===== config.mk =====
export PLATFORM = sky130hd
export DESIGN_NAME = onchip_ram_sample_writer
export DESIGN_NICKNAME = d
export VERILOG_FILES = /design/src/rtl/onchip_ram_writer_pkg.sv /design/src/rtl/sample_byte_packer.sv /design/src/rtl/onchip_ram_sample_writer.sv
export SDC_FILE = /design/constraint.sdc
export NUM_CORES = 1
export LEC_CHECK = 0
export BUFFER_PORTS_ARGS = -buffer_cell sky130_fd_sc_hd__buf_2
export CELL_PAD_IN_SITES_DETAIL_PLACEMENT = 1
export CELL_PAD_IN_SITES_GLOBAL_PLACEMENT = 1
export CORE_MARGIN = 5
export CORE_UTILIZATION = 43
export CTS_BUF_LIST = sky130_fd_sc_hd__clkbuf_4 sky130_fd_sc_hd__clkbuf_8 sky130_fd_sc_hd__clkbuf_16
export DETAILED_ROUTE_END_ITERATION = 6
export PLACE_DENSITY_LB_ADDON = 0.1
export SETUP_SLACK_MARGIN = 0.1
export SYNTH_ARGS = -nofsm -noshare
export SYNTH_HDL_FRONTEND = slang
export SYNTH_SLANG_ARGS = --single-unit

===== constraint.sdc =====
create_clock -name clk -period 3.4 [get_ports clk]
set_clock_uncertainty 0.2 [all_clocks]
set_input_delay 0.51 -clock clk [delete_from_list [all_inputs] [get_ports clk]]
set_output_delay 0.51 -clock clk [all_outputs]
set_load 0.02 [all_outputs]

===== src/rtl/onchip_ram_writer_pkg.sv =====
// Shared types and helpers for the on-chip RAM sample writer.
// Holds the control FSM state encoding, the lane counter type, the RAM size
// and the lane-enable helper used for both full and partial word writes.
package onchip_ram_writer_pkg;

   typedef enum logic [1:0] {
      IDLE  = 2'd0,
      RUN   = 2'd1,
      FLUSH = 2'd2
   } writer_state_t;

   typedef logic [1:0] lane_cnt_t;

   localparam int RAM_WORDS = 14120;

   // A count of 0 means all four lanes are filled; 1..3 give the low lanes only.
   function automatic logic [3:0] be_from_count(input lane_cnt_t count);
      logic [3:0] be;
      case (count)
         2'd1:    be = 4'h1;
         2'd2:    be = 4'h3;
         2'd3:    be = 4'h7;
         default: be = 4'hF;
      endcase
      return be;
   endfunction

endpackage


===== src/rtl/sample_byte_packer.sv =====
// Gathers accepted sample bytes into little-endian 32-bit words.
// The three low lanes are held in a register; the fourth byte is combined
// directly into full_word so a word can leave on the same cycle it completes.
// Lanes not yet filled always read as zero, so partial_word is flush-ready.
module sample_byte_packer
   import onchip_ram_writer_pkg::*;
(
   input  logic        clk,
   input  logic        reset,
   input  logic        accept,
   input  logic        clear,
   input  logic [7:0]  data,
   output lane_cnt_t   lane_cnt,
   output logic        word_ready,
   output logic [31:0] full_word,
   output logic [31:0] partial_word
);

   logic [23:0] lane_reg;

   // Fill the next lane on each accepted byte; empty the word once it completes or is flushed.
   always_ff @(posedge clk) begin
      if (reset) begin
         lane_cnt <= '0;
         lane_reg <= '0;
      end else if (clear || (accept && lane_cnt == 2'd3)) begin
         lane_cnt <= '0;
         lane_reg <= '0;
      end else if (accept) begin
         case (lane_cnt)
            2'd0:    lane_reg[7:0]   <= data;
            2'd1:    lane_reg[15:8]  <= data;
            default: lane_reg[23:16] <= data;
         endcase
         lane_cnt <= lane_cnt + 2'd1;
      end
   end

   assign word_ready   = accept && (lane_cnt == 2'd3);
   assign full_word    = {data, lane_reg};
   assign partial_word = {8'h00, lane_reg};

endmodule


===== src/rtl/onchip_ram_sample_writer.sv =====
// Streams 8-bit sensor samples into a ping-pong ring in on-chip RAM through
// a zero-wait-state Avalon-MM write port. Words are packed four samples at a
// time; each half of the ring raises a sticky done flag for firmware, and
// capture stalls (dropping and counting samples) while the half it would
// write into has not yet been acknowledged.
module onchip_ram_sample_writer
   import onchip_ram_writer_pkg::*;
#(
   parameter int BASE_WORD   = 0,
   parameter int DEPTH_WORDS = 4096,
   parameter int ADDR_W      = 14
)(
   input  logic              clk,
   input  logic              reset,
   input  logic              enable,
   input  logic              flush,
   input  logic              sample_valid,
   input  logic [7:0]        sample_data,
   output logic              sample_ready,
   input  logic [1:0]        ack_half,
   output logic [1:0]        half_done,
   output logic [15:0]       overrun_cnt,
   output logic [ADDR_W-1:0] wr_ptr,
   output logic [ADDR_W-1:0] ram_address,
   output logic [3:0]        ram_byteenable,
   output logic              ram_chipselect,
   output logic              ram_write,
   output logic [31:0]       ram_writedata,
   output logic              ram_clken
);

   localparam logic [ADDR_W-1:0] BASE_ADDR   = ADDR_W'(BASE_WORD);
   localparam logic [ADDR_W-1:0] LAST_OFFSET = ADDR_W'(DEPTH_WORDS - 1);
   localparam logic [ADDR_W-1:0] HALF_OFFSET = ADDR_W'(DEPTH_WORDS / 2);
   localparam logic [ADDR_W-1:0] HALF_A_LAST = ADDR_W'(DEPTH_WORDS / 2 - 1);

   writer_state_t     state;
   writer_state_t     state_next;
   lane_cnt_t         lane_cnt;
   logic              word_ready;
   logic [31:0]       full_word;
   logic [31:0]       partial_word;
   logic              accept;
   logic              cur_half;
   logic              blocked;
   logic              pack_accept;
   logic              drop;
   logic              flush_write;
   logic              pack_clear;
   logic              do_write;
   logic [3:0]        write_be;
   logic [31:0]       write_data;
   logic [ADDR_W-1:0] written_ptr;
   logic [1:0]        half_set;

   sample_byte_packer u_packer (
      .clk          (clk),
      .reset        (reset),
      .accept       (pack_accept),
      .clear        (pack_clear),
      .data         (sample_data),
      .lane_cnt     (lane_cnt),
      .word_ready   (word_ready),
      .full_word    (full_word),
      .partial_word (partial_word)
   );

   // Control state register.
   always_ff @(posedge clk) begin
      if (reset) begin
         state <= IDLE;
      end else begin
         state <= state_next;
      end
   end

   // Capture runs while enabled; any stop request passes through a single FLUSH cycle.
   always_comb begin
      state_next = state;
      case (state)
         IDLE:    if (enable) state_next = RUN;
         RUN:     if (flush || !enable) state_next = FLUSH;
         FLUSH:   state_next = enable ? RUN : IDLE;
         default: state_next = IDLE;
      endcase
   end

   // Per-cycle decisions: accept or drop the sample, and what (if anything) to write.
   always_comb begin
      accept      = (state == RUN) && sample_valid;
      cur_half    = (wr_ptr >= HALF_OFFSET);
      blocked     = (lane_cnt == 2'd0) && half_done[cur_half];
      pack_accept = accept && !blocked;
      drop        = accept && blocked;
      flush_write = (state == FLUSH) && (lane_cnt != 2'd0);
      pack_clear  = (state == FLUSH);
      do_write    = word_ready || flush_write;
      write_be    = be_from_count(flush_write ? lane_cnt : 2'd0);
      write_data  = flush_write ? partial_word : full_word;
   end

   // Ready is registered from the next state so it is high exactly while in RUN.
   always_ff @(posedge clk) begin
      if (reset) begin
         sample_ready <= 1'b0;
      end else begin
         sample_ready <= (state_next == RUN);
      end
   end

   // Avalon write strobe, word payload and ring pointer advance.
   always_ff @(posedge clk) begin
      if (reset) begin
         ram_write      <= 1'b0;
         ram_byteenable <= '0;
         ram_writedata  <= '0;
         ram_address    <= '0;
         written_ptr    <= '0;
         wr_ptr         <= '0;
      end else begin
         ram_write <= do_write;
         if (do_write) begin
            ram_byteenable <= write_be;
            ram_writedata  <= write_data;
            ram_address    <= BASE_ADDR + wr_ptr;
            written_ptr    <= wr_ptr;
            wr_ptr         <= (wr_ptr == LAST_OFFSET) ? '0 : wr_ptr + 1'b1;
         end
      end
   end

   assign half_set[0] = ram_write && (written_ptr == HALF_A_LAST);
   assign half_set[1] = ram_write && (written_ptr == LAST_OFFSET);

   // Sticky half flags; a completing write beats a same-cycle acknowledge.
   always_ff @(posedge clk) begin
      if (reset) begin
         half_done <= '0;
      end else begin
         half_done <= (half_done & ~ack_half) | half_set;
      end
   end

   // Saturating count of samples dropped while the target half is still unacknowledged.
   always_ff @(posedge clk) begin
      if (reset) begin
         overrun_cnt <= '0;
      end else if (drop && (overrun_cnt != 16'hFFFF)) begin
         overrun_cnt <= overrun_cnt + 16'd1;
      end
   end

   assign ram_chipselect = ram_write;
   assign ram_clken      = 1'b1;

endmodule


# == Word-level counts from Yosys, hierarchy flattened ==
# Cells that the tools add are included.
# op_classes
addsub,3
muxes,10
n_eq_ne,12
n_lt_le_gt_ge,2
n_bitwise,4
n_reduce_logical,22
# ops
cell,n
two-way mux 32 bit,1
"== test 14 x 12 -> 1 bit, second input constant",2
"adder 16 x 1 -> 16 bit, second input constant",1
"inequality test 16 bit, second input constant",1
"adder 14 x 1 -> 14 bit, second input constant",1
"== test 14 x 11 -> 1 bit, second input constant",1
">= comparator 14 x 12 -> 1 bit, second input constant",1
two-way mux 14 bit,1
one-hot mux 4 bit (3 select lines),1
logical AND 1 bit,9
"== test 2 x 1 -> 1 bit, second input constant",4
"== test 2 bit, second input constant",4
two-way mux 2 bit,3
one-hot mux 2 bit (3 select lines),1
AND reduction 2 bit,3
zero test 2 bit,2
OR reduction 2 bit,2
logical OR 1 bit,3
two-way mux 1 bit,3
"adder 2 x 1 -> 2 bit, second input constant",1
bitwise AND 2 bit,1
zero test 1 bit,2
"less-than comparator 1 x 2 -> 1 bit, second input constant",1
NOT 2 bit,1
other kinds (3),3
# word_totals
inputBits,15
ff_bits,112

# == Longest topological paths before layout ==
# Gate-level depths: netlist of the first run.
# logic_depth
ltp_word,9
mapped_depth,8
ltp_nobuf,7

# == Hierarchy ==
# A second synthesis of the first run with hierarchy kept.
# unflattened
cells_unflattened,610
area_unflattened_um2,5315.1
# modules_own_cells
module,cells_per_inst,area_per_inst_um2,n_inst
onchip_ram_sample_writer,457,3972.6,1
sample_byte_packer,153,1342.5,1

# == Worst setup path after synthesis of the first run ==
# No wires, ideal clock.
# synth_path
path_type,register to register
start,register overrun_cnt[0]
end,register overrun_cnt[1]
synth_period_minus_slack_ns,2.249
setup_time_ns,0.128
stages_incl_launch_ff,8
path_slack_ns,1.151
path_buffers,1
arrival_time_ns,1.922
t_required_ns,3.072
cell_sequence,dfxtp_1 -> ha_1 -> nand2_1 -> or4_1 -> buf_2 -> o21ai_1 -> mux2i_1 -> nor2_1
# synth_via
elab_chain_len,2
# synth_rtl
element,line,rtl
start: declaration,onchip_ram_sample_writer.sv:22,"output logic [15:0] overrun_cnt,"
start signal: assignment,onchip_ram_sample_writer.sv:149,overrun_cnt <= overrun_cnt + 16'd1;
"parallel branches: the longest is 2 deep, another holds adder 16 x 1 -> 16 bit",--,
# Several ways; the timed one is not identified.
# A chain may end at the register's enable or synchronous reset.

# == Worst setup path in the final report of the first run ==
# layout_path
start,register u_packer.lane_cnt[1]
end,register wr_ptr[12]
# layout_via
elab_chain_len,6
# layout_rtl
element,line,rtl
start: declaration,sample_byte_packer.sv:13,"output lane_cnt_t lane_cnt,"
start signal: assignment,sample_byte_packer.sv:35,lane_cnt <= lane_cnt + 2'd1;
zero test 2 bit,onchip_ram_sample_writer.sv:92,blocked = (lane_cnt == 2'd0) && half_done[cur_half];
logical AND 1 bit,onchip_ram_sample_writer.sv:92,
zero test 1 bit,onchip_ram_sample_writer.sv:93,pack_accept = accept && !blocked;
logical AND 1 bit,onchip_ram_sample_writer.sv:93,
logical AND 1 bit,sample_byte_packer.sv:39,assign word_ready = accept && (lane_cnt == 2'd3);
logical OR 1 bit *,onchip_ram_sample_writer.sv:97,do_write = word_ready || flush_write;
end signal: assignment,onchip_ram_sample_writer.sv:127,wr_ptr <= (wr_ptr == LAST_OFFSET) ? '0 : wr_ptr + 1'b1;
end: declaration,onchip_ram_sample_writer.sv:23,"output logic [ADDR_W-1:0] wr_ptr,"
# Every way passes the cells marked *; elsewhere a longest branch is shown, timed or not.

==> results.yml, run 1 <==
timing:
  setup-tns-final_ps: 0
  period_share_pct: 74.3
  setup_violations: 0
  final_period_minus_worst_setup_slack_ps: 2530
  max_slew.worst_pin.slew_ps: 776
  final_critical_path_setup_slack_ps: 873
  final_max_slew_viol_count: 0
  timing.max_slew.rel_slack_pct: 48.0
  timing_hold_violations_final: 0
  rsz0062_at_grt: "no"
  clock.fmax_mhz: 396
drt:
  detail_route.drc_violations: 0
  detail_route.first_pass.iterations: 4
  drt.antenna.violating_nets: 0
  wire_per_inst_um: 15.8
  post_drt_via_cell_ratio: 5.19
  via_count: 3919
  drt_wl_total_mm: 11.9
  drt_iter0_drc: 119
worst_setup_path:
  timing.critical_path.required_ps: 3490
  worst-path-max-fanout: 11
  critPathSlowestCell: "sky130_fd_sc_hd__nor3_2"
  critPathMaxStageDelay_ps: 690
  critical_path_buf_inv_count: 0
  worst_ep_arrival_time_ps: 2610
  worst_path_dominant_cell_family: "simple AND/OR/NAND/NOR gates"
  path_cells: "ha_1 -> nand4b_1 -> nor3_2 -> o211ai_2 -> or4_1 -> o31ai_1"
  startpoint_type: "flip-flop"
  endpoint_kind: "flip-flop"
  timing.setup.critical_path_class: "reg2reg"
clock_tree:
  clock_tree.root_cell: "sky130_fd_sc_hd__clkbuf_8"
  post_cts.repair.setup_buffers: 0
  cts_max_level: 3
  clock_latency_ps: 370
  cts_tree: "yes"
  number_of_gates_given_a_new_drive_strength_after_cts: 0
  holdBufCountCts: 0
  cts.reportedPaths.clkPinSlew_ps: 100
  clock-sinks: 112
  cts-buffers-inserted: 9
  cts-root-to-sink-buffers: 2
floorplan:
  floorplan.core_area_um2: 10400
  width_of_the_die_um: 113
  placementRows: 37
  fp.dieArea_um2: 12800
  floorplan.initialDensity_pct: 44.2
  floorplan.io_pins: 101
  die_y_um: 113
status:
  status: "complete, no violations"
finish:
  multi_input_comb_area_um2: 2190
  leading_cell_type_in_the_layout_fill_and_taps_excluded: "sky130_fd_sc_hd__dfxtp_1"
  design.final.nets: 638
  finalInstanceArea_um2: 5360
  most-common-layout-cells: "sky130_fd_sc_hd__dfxtp_1, sky130_fd_sc_hd__nand2_1, sky130_fd_sc_hd__buf_2"
  final_cell_count_no_fill: 755
  antenna_cells_inserted: 0
  layout_cell_share_with_drive_strength_beyond_1_pct: 21.3
  largest_reg_flops: 32
  area.growth.synth_to_final_pct: 16.7
  register_area_um2: 2240
  final.fill_count: 1284
power:
  power_per_cell_area_nw_per_um2: 397
  switching_share_pct: 22.9
  total_switching_power_uw: 486
  power.share.clock_pct: 34.3
  p_comb_share_pct: 3.5
  p_int_mw: 1.64
  pwr-share-seq_pct: 62.2
  power.ir.vdd_worst_uv: 165
  power_leakage_nw: 2.20
grt:
  grt.overflow.total: 0
  grt_antenna_before_repair: 0
  first_pass_grt_wire_length_mm: 19.8
  first_global_vias: 4020
  grtUsageTotal_pct: 19.0
  maximum_number_of_pins_on_one_net_before_global_route_repair: 40
place:
  place_congestion: 0.843
  postPlaceCellArea_um2: 5180
  detailedPlacementHpwl_mm: 8.82
  dpl_worst_slack_ps: 833
  numPortBuffers: 99
  dp_cells: 740
hold_path:
  worst_hold_path_type: "in2reg"
logic_synthesis:
  synth_area_um2: 4590
  asyncSetResetFlopFracSynth_pct: 0
  synth.ff_latch_count: 112
  post_synth_top_flop: "sky130_fd_sc_hd__dfxtp_1"
  synthesis.area_per_instance_um2: 8.67
  ys_seq_area_share_pct: 48.9
  synthesis.instances: 529
  mappedNetlistNets: 552
  netlist-cell-type-count: 48
  post_synth_edffs: 0
  synthesis_warnings: 0
flow_run:
  max-cap-violations: 0
## tightest hold or removal path: stages
cell and delay (ps):
sky130_fd_sc_hd__buf_2 70, sky130_fd_sc_hd__nand2b_1 90, sky130_fd_sc_hd__a21oi_1 60
## routing by layer
layer | wire (µm) | vias to the layer above | GRT usage, %
met2 | 5880 | 60 | 32.8
met3 | 400 | 11 | 3.05
met1 | 5500 | 1885 | 24.1
li1 | - | 1963 | -
met5 | 0 | - | 0
met4 | 164 | 0 | 6.17
## path summary, 6_finish.rpt
kind	endpoint	from	slack, ps	cells after the start
worst max-delay path	wr_ptr[12]$_SDFFE_PP0P_	u_packer.lane_cnt[1]$_SDFFE_PP0P_	870	6
worst min-delay path	half_done[0]$_SDFF_PP0_	ack_half[0]	200	3
worst min register to register	ram_writedata[18]$_SDFFE_PP0P_	ram_writedata[18]$_SDFFE_PP0P_	250	2
worst max register to register	wr_ptr[12]$_SDFFE_PP0P_	u_packer.lane_cnt[1]$_SDFFE_PP0P_	870	6
## synthesized netlist by cell type (3+ instances only)
library cell,count,area (µm²)
sky130_fd_sc_hd__dfxtp_1,112,2240
sky130_fd_sc_hd__nand2_1,106,398
sky130_fd_sc_hd__a21oi_1,57,285
sky130_fd_sc_hd__nor2_1,56,210
sky130_fd_sc_hd__mux2i_1,25,250
sky130_fd_sc_hd__xor2_1,20,175
sky130_fd_sc_hd__clkbuf_1,15,56.3
sky130_fd_sc_hd__buf_2,12,60.1
sky130_fd_sc_hd__nand3_1,10,50.1
sky130_fd_sc_hd__o211ai_1,9,67.6
sky130_fd_sc_hd__and3_1,8,50.1
sky130_fd_sc_hd__ha_1,8,100
sky130_fd_sc_hd__o21ai_0,7,35.0
sky130_fd_sc_hd__a211oi_1,6,45.0
sky130_fd_sc_hd__inv_1,6,22.5
sky130_fd_sc_hd__or3_1,6,37.5
sky130_fd_sc_hd__nand4_1,5,31.3
sky130_fd_sc_hd__nor3_1,5,25.0
sky130_fd_sc_hd__nand4b_1,4,35.0
sky130_fd_sc_hd__o2111ai_1,4,35.0
sky130_fd_sc_hd__a22oi_1,3,22.5
sky130_fd_sc_hd__and2_1,3,18.8
sky130_fd_sc_hd__and3b_1,3,26.3
sky130_fd_sc_hd__nand2b_1,3,18.8
sky130_fd_sc_hd__nor2b_1,3,18.8
sky130_fd_sc_hd__o21ai_1,3,15.0
## power groups by stage
stage	logic, mW	clock network [mW]	registers, mW
6_report	0.0743	0.729	1.32
5_1_grt	0.0822	0.800	1.32
4_1_cts	0.0754	0.750	1.32
3_5_place_dp	0.0752	0	1.35
3_3_place_gp	0.0741	0	1.35
2_1_floorplan	0.0449	0	1.35
## stage by stage
step	power, mW	utilization (%)	hold WS (ps)
finish	2.13	51.6	203
global route	2.21	51.6	205
CTS	2.15	51.6	187
detailed placement	1.43	50.0	245
global placement	1.43	50.0	238
floorplan	1.40	-	236
## cell type report
class | count | area share [%]
sequential | 112 | 41.9
multi-input combinational | 380 | 40.9
timing repair buffer | 106 | 10.5
tap | 136 | 3.18
clock buffer | 12 | 2.85
inverter | 6 | 0.421
clock inverter | 3 | 0.350
## kinds of logic (layout without fill, tap and decap cells)
group                    after synthesis  after routing  share of synthesized area [%]
AO/OA/AOI/OAI                         95             95                           12.4
XOR/XNOR                              22             22                           4.20
adder cells (fa/ha/maj)                8              8                           2.18
buffers and inverters                 37            127                           3.52
flip-flops                           112            112                           48.9
multiplexers                          26             26                           5.70
other                                  1              1                         0.0818
AND/OR/NAND/NOR                      228            228                           23.0
(Power assumes the default switching activity.)
==> run 2, diff against run 1 <==
ABC_AREA = 1   (was default)
CORE_UTILIZATION = 35   (was 43)
clock period = 2.2 ns   (was 3.4 ns; I/O delays follow)
==> run 2 against run 1 <==
Synthesized cell count increased by 29%. Via count increased by 21%. Sequential cell count stayed put. Worst hold slack got worse by 150 ps. Synthesized area increased by 6.5%. Wire length up 23%. Register-to-register slack worse by 640 ps. Cell area is 12% higher. Core utilization shrank 8.3 points. Clock power is 140% higher. Sequential power is 55% higher. Highest routed layer unchanged.
==> results.yml, run 2 <==
logic_synthesis:
  synthesis.instances: 681
  post_synth_edffs: 0
  post_synth_top_flop: "sky130_fd_sc_hd__dfxtp_1"
  asyncSetResetFlopFracSynth_pct: 0
  synth_top_area_cell: "sky130_fd_sc_hd__dfxtp_1"
  synth.cells.most_frequent: "sky130_fd_sc_hd__nand2_1, sky130_fd_sc_hd__nor2_1, sky130_fd_sc_hd__dfxtp_1, sky130_fd_sc_hd__a21oi_1, sky130_fd_sc_hd__nand3_1"
  synthesis.area_per_instance_um2: 7.18
  synth_area_um2: 4890
  synthesis_warnings: 0
  synth_top_area_share_pct: 45.9
  yosys.cell_count.top_type: "sky130_fd_sc_hd__nand2_1"
  netlist-cell-type-count: 26
  synth.ff_latch_count: 112
  mappedNetlistNets: 704
  ys_seq_area_share_pct: 45.9
  post_synth_main_area_contributors: "sky130_fd_sc_hd__dfxtp_1, sky130_fd_sc_hd__nand2_1, sky130_fd_sc_hd__nor2_1"
clock_tree:
  cts.reportedPaths.clkPinSlew_ps: 70
  clock_tree.root_cell: "sky130_fd_sc_hd__clkbuf_16"
  cts_tree: "yes"
  clock_latency_ps: 350
  clock-sinks: 112
  cts-root-to-sink-buffers: 2
  cts-buffers-inserted: 9
  cts_max_level: 3
  post_cts.repair.setup_buffers: 0
drt:
  detail_route.first_pass.iterations: 4
  wire_per_inst_um: 15.2
  drt.antenna.violating_nets: 0
  drt_wl_total_mm: 14.7
  detail_route.drc_violations: 0
  via_count: 4736
  post_drt_via_cell_ratio: 4.88
  drt_iter0_drc: 249
place:
  detailedPlacementHpwl_mm: 10.9
  dp_cells: 954
  postPlaceCellArea_um2: 5620
  place_congestion: 0.793
  numPortBuffers: 99
timing:
  setup_violations: 0
  clock.fmax_mhz: 507
  max_slew.worst_pin.slew_ps: 643
  final_max_slew_viol_count: 0
  period_share_pct: 89.6
  timing.max_slew.rel_slack_pct: 57.0
  timing_hold_violations_final: 0
  setup-tns-final_ps: 0
  final_period_minus_worst_setup_slack_ps: 1970
  rsz0062_at_grt: "yes"
worst_setup_path:
  startpoint_type: "flip-flop"
  timing.setup.critical_path_class: "reg2reg"
  worstSetupEndpoint: "overrun_cnt[1]$_SDFFE_PP0P_"
  worst-path-max-fanout: 16
  worst_r2r_startpoint: "overrun_cnt[1]$_SDFFE_PP0P_"
  endpoint_kind: "flip-flop"
  timing.critical_path.required_ps: 2240
  reg2reg_setup_slack_ps: 230
  worst_r2r_endpoint: "overrun_cnt[1]$_SDFFE_PP0P_"
  setup.worst_path.start: "overrun_cnt[1]$_SDFFE_PP0P_"
  reg2reg_depth: 8
  worst_ep_arrival_time_ps: 2020
floorplan:
  die_y_um: 128
  floorplan.initialDensity_pct: 35.5
  floorplan.core_area_um2: 13800
  placementRows: 43
  width_of_the_die_um: 128
  fp.dieArea_um2: 16400
  floorplan.io_pins: 101
status:
  status: "complete, no violations"
grt:
  grt_antenna_before_repair: 0
  first_global_vias: 4942
  maximum_number_of_pins_on_one_net_before_global_route_repair: 39
  grtUsageTotal_pct: 18.3
  grt.overflow.total: 0
  first_pass_grt_wire_length_mm: 24.5
finish:
  layout_cell_share_with_drive_strength_beyond_1_pct: 19.7
  most-common-layout-cells: "sky130_fd_sc_hd__nand2_1, sky130_fd_sc_hd__nor2_1, sky130_fd_sc_hd__dfxtp_1"
  antenna_cells_inserted: 0
  final_cell_count_no_fill: 971
  area.growth.synth_to_final_pct: 22.2
  largest_reg_flops: 32
  multi_input_comb_area_um2: 2300
  design.final.nets: 809
  leading_cell_type_in_the_layout_fill_and_taps_excluded: "sky130_fd_sc_hd__nand2_1"
  finalInstanceArea_um2: 5970
  final_core_utilization_pct: 43.4
  final.fill_count: 1781
  register_area_um2: 2240
power:
  power_leakage_nw: 2.68
  post-layout-total-power_mw: 3.91
  power.ir.vdd_worst_uv: 332
  power_per_cell_area_nw_per_um2: 655
hold_path:
  timing.hold.worst_path_depth: 3
  min_from: "flush"
  worst_hold_path_type: "in2reg"
flow_run:
  max-cap-violations: 0
==> run 2: cell count changes after synthesis, sizes merged, moves of 25 or more <==
cell | before | now
mux2i | 25 | 0
o21ai | 10 | 42
nand3 | 11 | 54
nand2 | 106 | 147
inv | 6 | 50
nor2 | 58 | 130
==> run 2: how the worst min path moves through the flow <==
| stage | end |
|---|---|
| after floorplan | state[1]$_SDFF_PP0_ |
| after global placement | ram_writedata[26]$_SDFFE_PP0P_ |
| after detailed placement | ram_writedata[27]$_SDFFE_PP0P_ |
| after CTS | state[1]$_SDFF_PP0_ |
| after global routing | half_done[1]$_SDFF_PP0_ |
| final | state[1]$_SDFF_PP0_ |
==> run 2: logic make-up after synthesis <==
logic type                 Yosys count  share of synthesized area (%)
xor gates and xnor gates            19                           3.41
AOI/OAI and AO/OA                  110                           11.3
DFF                                112                           45.9
other                                1                         0.0767
adders and majority gates            8                           2.05
and+or+nand+nor                    349                           29.7
buffers and inverters               82                           7.66
==> run 2: layout make-up <==
cell class              count  share of cell area, %
clock buffers              11                   4.13
clock inverters             5                   1.03
inverters                  51                   3.29
multi-input cells         487                   38.4
flip-flops and latches    112                   37.5
well taps                 180                   3.77
repair buffers            125                   11.8
==> run 2: layer usage <==
layer	routed length [µm]	track usage [%]	share of wire, %	up-vias
met5	0	0	0	-
met4	153	5.12	1.0	0
met3	485	2.92	3.3	11
met2	7330	32.4	50	71
met1	6770	23.1	46	2272
li1	-	-	-	2382
==> run 2: report_power, final <==
part	switching (mW)	total, mW	internal (mW)
sequential	0.00931	2.05	2.04
combinational	0.102	0.145	0.0424
clock	0.778	1.72	0.937
total	0.889	3.91	3.02
==> run 2: worst max-delay path, stage by stage, from the launching register on <==
cell                      delay (ps)
sky130_fd_sc_hd__dfxtp_1         420
sky130_fd_sc_hd__ha_1            270
sky130_fd_sc_hd__nand2_1          90
sky130_fd_sc_hd__nor2_1          170
sky130_fd_sc_hd__nand2_1         140
sky130_fd_sc_hd__nor3_2          220
sky130_fd_sc_hd__nor2_4          130
sky130_fd_sc_hd__o21ai_0         170
sky130_fd_sc_hd__nor2_1           50
==> run 2: stage by stage <==
| stage | setup slack (ps) | hold WS [ps] |
|---|---|---|
| after floorplan | 216 | 222 |
| after global placement | 179 | 243 |
| after detailed placement | 92.6 | 251 |
| after CTS | 120 | 47.6 |
| after global routing | 66.7 | 78.3 |
| final | 228 | 53.9 |
==> run 2: timing repair <==
| action | 4_1_cts | 5_1_grt |
|---|---|---|
| gates resized for setup | 2 | 9 |
| hold endpoints to repair | 1 | 0 |
| setup endpoints to repair | 6 | 59 |
| hold buffers | 1 | 0 |
